[config.mk]
export PLATFORM = sky130hd
export DESIGN_NAME = sample_mixer
export DESIGN_NICKNAME = d
export VERILOG_FILES = /design/src/rtl/sample_mixer.sv
export SDC_FILE = /design/constraint.sdc
export NUM_CORES = 1
export LEC_CHECK = 0
export ABC_AREA = 1
export CORE_UTILIZATION = 57
export DETAILED_ROUTE_END_ITERATION = 16
export PLACE_DENSITY = 0.8
export SYNTH_ARGS = -nofsm -noshare
export SYNTH_HDL_FRONTEND = slang
export SYNTH_SLANG_ARGS = --single-unit
[constraint.sdc]
create_clock -name clk -period 2.4 [get_ports clk]
set_input_delay 0.6 -clock clk [delete_from_list [all_inputs] [get_ports clk]]
set_output_delay 0.6 -clock clk [all_outputs]
set_load 0.01 [all_outputs]
[src/rtl/sample_mixer.sv]
// ============================================================================
// sample_mixer: sums offset-binary voice samples once per sample period,
// attenuates, re-biases and saturates to one unsigned 8-bit PWM sample.
// Rev 1.0
// ============================================================================
`default_nettype none

module sample_mixer #(
    parameter int NUM_VOICES = 4,
    parameter int CLK_DIV    = 256
) (
    input  logic                    clk,
    input  logic                    n_rst,
    input  logic [NUM_VOICES*8-1:0] voice_in,
    input  logic [NUM_VOICES-1:0]   voice_en,
    input  logic [1:0]              master_shift,
    output logic [7:0]              sample_o,
    output logic                    sample_tick_o,
    output logic                    clip_o
);

    localparam int ACC_W = 10 + $clog2(NUM_VOICES);
    localparam int RES_W = ACC_W + 1;
    localparam int CNT_W = (CLK_DIV > 1) ? $clog2(CLK_DIV) : 1;
    localparam int IDX_W = (NUM_VOICES > 1) ? $clog2(NUM_VOICES) : 1;

    localparam logic [CNT_W-1:0] c_cnt_last = CNT_W'(CLK_DIV - 1);
    localparam logic [IDX_W-1:0] c_idx_last = IDX_W'(NUM_VOICES - 1);

    typedef enum logic [1:0] {
        S_IDLE  = 2'd0,
        S_ACCUM = 2'd1,
        S_SCALE = 2'd2,
        S_LOAD  = 2'd3
    } state_t;

    state_t                    r_state;
    state_t                    w_state_nxt;
    logic [CNT_W-1:0]          r_cnt;
    logic                      r_tick;
    logic                      w_wrap;
    logic [NUM_VOICES*8-1:0]   r_voice;
    logic [NUM_VOICES-1:0]     r_en;
    logic [1:0]                r_shift;
    logic [IDX_W-1:0]          r_idx;
    logic signed [ACC_W-1:0]   r_acc;
    logic [RES_W-1:0]          r_res;
    logic [7:0]                r_sample;
    logic                      r_clip;
    logic signed [8:0]         w_term9;
    logic signed [ACC_W-1:0]   w_term;
    logic signed [ACC_W-1:0]   w_shifted;
    logic [RES_W-1:0]          w_scaled;

    assign w_wrap = (r_cnt == c_cnt_last);

    always_ff @(posedge clk or negedge n_rst) begin
        if (!n_rst) begin
            r_cnt  <= '0;
            r_tick <= 1'b0;
        end else begin
            r_cnt  <= w_wrap ? '0 : r_cnt + CNT_W'(1);
            r_tick <= w_wrap;
        end
    end

    always_ff @(posedge clk or negedge n_rst) begin
        if (!n_rst) begin
            r_state <= S_IDLE;
        end else begin
            r_state <= w_state_nxt;
        end
    end

    always_comb begin
        w_state_nxt = r_state;
        case (r_state)
            S_IDLE:  if (w_wrap) w_state_nxt = S_ACCUM;
            S_ACCUM: if (r_idx == c_idx_last) w_state_nxt = S_SCALE;
            S_SCALE: w_state_nxt = S_LOAD;
            S_LOAD:  w_state_nxt = S_IDLE;
            default: w_state_nxt = S_IDLE;
        endcase
    end

    // The snapshot is shifted down one voice per cycle, so voice idx is always in the low byte.
    assign w_term9   = $signed({1'b0, r_voice[7:0]}) - 9'sd128;
    assign w_term    = r_en[0] ? {{(ACC_W-9){w_term9[8]}}, w_term9} : '0;
    assign w_shifted = r_acc >>> r_shift;
    assign w_scaled  = {w_shifted[ACC_W-1], w_shifted} + RES_W'(128);

    always_ff @(posedge clk or negedge n_rst) begin
        if (!n_rst) begin
            r_voice  <= '0;
            r_en     <= '0;
            r_shift  <= '0;
            r_idx    <= '0;
            r_acc    <= '0;
            r_res    <= '0;
            r_sample <= 8'd128;
            r_clip   <= 1'b0;
        end else begin
            case (r_state)
                S_IDLE: begin
                    if (w_wrap) begin
                        r_voice <= voice_in;
                        r_en    <= voice_en;
                        r_shift <= master_shift;
                        r_acc   <= '0;
                        r_idx   <= '0;
                    end
                end
                S_ACCUM: begin
                    r_acc   <= r_acc + w_term;
                    r_voice <= r_voice >> 8;
                    r_en    <= r_en >> 1;
                    r_idx   <= r_idx + IDX_W'(1);
                end
                S_SCALE: begin
                    r_res <= w_scaled;
                end
                S_LOAD: begin
                    if (r_res[RES_W-1]) begin
                        r_sample <= 8'd0;
                        r_clip   <= 1'b1;
                    end else if (|r_res[RES_W-2:8]) begin
                        r_sample <= 8'd255;
                        r_clip   <= 1'b1;
                    end else begin
                        r_sample <= r_res[7:0];
                        r_clip   <= 1'b0;
                    end
                end
                default: ;
            endcase
        end
    end

    assign sample_o      = r_sample;
    assign clip_o        = r_clip;
    assign sample_tick_o = r_tick;

endmodule

`default_nettype wire

-- Word-level counts from Yosys, hierarchy flattened
Index checks and enable logic that the tools add are counted.
- output and inout bits: 10
- bits in registers: 85
- input bits: 40
- word-level logic and storage cells: 47
- shift operators: 1
- muxes and demuxes: 17
- equality and inequality tests: 7
- reduce and logical (&&, ||, !) cells: 6
- add/subtract/negate cells: 5
- operators by type and width (cell ; count):
    $pmux W32 S2 ; 1
    $mux W32 ; 1
    $mux W12 ; 2
    $mux W8 ; 3
    $pmux W12 S2 ; 1
    $add A12 B9 Y13 const B ; 1
    $add A12 B12 Y12 ; 1
    $sshr A12 B2 Y12 ; 1
    $sub A8 B8 Y9 const B ; 1
    $add A8 B1 Y8 const B ; 1
    $eq A8 B8 Y1 const B ; 1
    $pmux W2 S4 ; 1
    $pmux W4 S2 ; 1
    $eq A2 B2 Y1 const B ; 3
    $mux W2 ; 3
    $reduce_and A2 Y1 ; 3
    $mux W4 ; 1
    $ne A2 B2 Y1 const B ; 2
    $pmux W2 S2 ; 1
    $reduce_or A4 Y1 ; 1
    $add A2 B1 Y2 const B ; 1
    $eq A2 B1 Y1 const B ; 1
    $logic_not A2 Y1 ; 1
    $mux W1 ; 2
    $reduce_bool A2 Y1 ; 1

-- Logic depth before layout (Yosys ltp)
- word-level depth: 4
- mapped depth: 14
- depth with buffers taken out: 13

-- Worst setup path before layout
No wires, ideal clock.
- kind: flip-flop to flip-flop
- from: register r_en[0]
- to: register r_acc[10]
- slack: 0.498 ns
- setup time: 0.119 ns
- data arrival time: 1.783 ns
- clock period less this slack: 1.902 ns
- stages on the path, launching flop included: 14
- buffers on the path: 1
- required time: 2.281 ns
- path through: dfrtp_1 -> buf_2 -> nand2_1 -> inv_1 -> ha_1 -> fa_1 -> nand3_1 -> nand2_1 -> nand2_1 -> nand2_1 -> nand2_1 -> nand3_1 -> nand3_1 -> nand2_1
- cells in the longest elaborated chain, start to end: 3
- ends and longest elaborated chain (element ; RTL line ; RTL):
    start: declaration ; 43 ; logic [NUM_VOICES-1:0] r_en;
    start signal: assignment ; 107 ; r_en <= voice_en;
    start signal: assignment ; 116 ; r_en <= r_en >> 1;
    $mux W12 ; 88 ; assign w_term = r_en[0] ? {{(ACC_W-9){w_term9[8]}}, w_term9} : '0;
    $add A12 B12 Y12 ; 114 ; r_acc <= r_acc + w_term;
    $pmux W12 S2 ; 103 ; case (r_state)
    end signal: assignment ; 114 ;
    end: declaration ; 46 ; logic signed [ACC_W-1:0] r_acc;
Every way passes these cells.
A chain may end at the register's enable or synchronous reset.

-- Worst setup path after layout
Same ends and word-level chain as after synthesis.

==> summary.txt <==
status -> finished, final reports clean
CP required -> 2660 ps
final worst path period share -> 86.4%
clock root buffer -> clkbuf_8
CP Class -> reg -> reg
Worst setup EP type -> flop
leakage power -> 2.54 nW
worst-margin pin slew -> 718 ps
routability cong. -> 0.926
Final Cell Area -> 0.00541 mm2
wire length of the first global-routing pass -> 16,700 um
CTS tree -> yes
DIE AREA -> 0.00862 mm2
synth top area cells -> dfrtp_1 45%, nand2_1 16%, o211ai_2 5.3%
post-synthesis register bit count -> 85
Synth top area share -> 44.7%
number of vias in the routed layout -> 3,831
Rows -> 32
Post-DRT Antenna Nets -> 0
Total Routing Usage GR -> 24.5%
largest net degree at the start of global routing -> 47
Period minus WS final -> 2070 ps
r2r worst-path depth -> 12
YS warnings -> 0
Chip Width -> 92.9 um
Syn Std Cell Area -> 0.00470 mm2
# DRC -> 0
RR Endpoint -> r_acc[10]
Layout fillers -> 626
initial antenna violation count -> 0
core area -> 0.00785 mm2
initial drt markers -> 254
final hold vios -> 0
syn nets -> 624
post-cts sizing count -> 0
Synth cell types -> 36
Clock Skews -> 9.35 ps
dominant cell type by area after synthesis -> dfrtp_1
share of cells above drive strength 1 -> 12.0%
most numerous cell in the Yosys netlist -> nand2_1
Post-CTS Setup Inserts -> 0
Post-layout nets -> 668
Area after DPL -> 0.00522 mm2
syn_area_per_cell -> 8.31 um2
clk_lat worst skew -> 360 ps
Hold-fix buffers, CTS -> 0
clock-pin slew on the worst setup and hold paths -> 90 ps
crit path DAT -> 2330 ps
Ant. Diodes -> 0
Peak supply drop -> 0.000277 V
First-pass DRT Iterations -> 4
Max H-tree Level -> 3
Mapped Cells -> 566
Main synth FF type -> dfrtp_1
vias in the first global route -> 3,835
Setup TNS -> 0 ps
# setup viols final -> 0
Inserted Clock Buffers -> 9
Post-synth ARST share -> 100%
Vert. Die Dim -> 92.9 um
crit start category -> flop
Slew HR -> 52.1%
Synth-to-Final Area Change -> 15.1%
Starting Density -> 59.9%
Hold WC Path Type -> in -> async
GRT overflow -> 0
register area share after synthesis -> 45.2%
EDFF count, synth -> 0
DP HPWL -> 6750 um
pwr dens -> 473 mW/mm2
RSZ-0062 raised after global routing -> no
Ports -> 50
Fmax -> 482 MHz
Final Max Tran Viols -> 0
Longest Clk Path Bufs -> 2
number of maximum-capacitance violations -> 0
Vias/cell -> 5.34
WL per Instance -> 13.4 um
critical path fanouts, max -> 13
r2r setup slk -> 330 ps
WL final -> 9630 um
IO Port Bufs -> 49
reg2reg start -> r_en[0]
commonest cells in the netlist -> 205 x nand2_1, 84 x dfrtp_1, 36 x inv_1
clock sinks -> 85
-- registers in the layout, indices dropped and copies added, names as in the netlist --
signal         count
r_idx              2
r_en               4
r_voice           32
r_cnt              8
r_acc             12
sample_o           8
r_state            2
r_res             13
sample_tick_o      1
r_shift            2
clip_o             1
-- worst max path at each step --
stage,cells after the start,slack (ps),to,start
2_1_floorplan,13,500,r_acc[10],r_en[0]
3_3_place_gp,12,420,r_acc[10],r_en[0]
3_5_place_dp,12,350,r_acc[10],r_en[0]
4_1_cts,12,340,r_acc[10],r_en[0]
5_1_grt,12,120,r_acc[8],r_en[0]
6_report,12,330,r_acc[10],r_en[0]
-- through the flow --
stage / std cells / utilization, % / setup slack [ps] / total power (W) / hold WS (ps)
final: 717 / 69.0 / 327 / 0.00256 / 156
after global routing: 717 / 69.0 / 123 / 0.00265 / 184
after CTS: 717 / 69.0 / 338 / 0.00258 / 166
after detailed placement: 701 / 66.5 / 349 / 0.00157 / 458
after global placement: 701 / 66.5 / 422 / 0.00157 / 456
after floorplan: 566 / - / 498 / 0.00147 / 304
-- cell type report --
cell class	count	area [um2]	share of cell area, %
clock buffer	11	131	2.43
clock inverter	5	61.3	1.13
inverter	41	159	2.94
multi-input combinational	417	2250	41.6
sequential	85	2130	39.3
tap	102	128	2.36
timing repair buffer	56	553	10.2
-- report_power, final --
group	total, W	switching (W)	internal [W]
clock	0.00102	0.000535	0.000486
sequential	0.00143	0.00000295	0.00143
combinational	0.000106	0.0000456	0.0000608
-- critical path, stage by stage (launching register included) --
cell and delay, ps:
dfrtp_1 500, nand2_1 120, inv_1 50, ha_1 210
fa_1 420, nand3_1 110, nand2_1 100, nand2_1 70
nand2_1 90, nand2_1 100, nand3_1 80, nand3_1 80
nand2_1 60
-- placed cells by master, fill, tap and decap left out, drive strengths merged, types with 2 or more instances in the layout --
cell type        n
buf              8
dfrtp           84
clkbuf          11
mux2i            4
o21ai           37
xor2             8
o22a             4
o21bai           2
clkinv           4
clkinvlp         3
nand4            3
ha              17
a21oi           11
nor2            30
or2             23
inv             38
o211ai          28
nand3           37
nand2          207
clkdlybuf4s50   48
-- layer usage --
layer / vias to the layer above / share of wire [%] / track usage, %
met3: 27 / 3.8 / 4.43
met2: 84 / 48 / 41.2
met4: 0 / 2.3 / 9.87
met1: 1799 / 46 / 31.3
met5: - / 0 / 0
li1: 1921 / - / -
-- cell families (layout without fill, tap and decap cells) --
family                     count (synthesis)  count (layout)  share of synthesized area (%)
AOI/OAI and AO/OA                         85              85                           13.4
xor gates and xnor gates                   9               9                           1.68
adders and majority gates                 18              18                           4.95
buffers and inverters                     64             113                           6.86
DFF                                       85              85                           45.2
muxes                                      4               4                          0.851
and+or+nand+nor                          301             301                           27.0
Power figures use the tool's default switching activity.
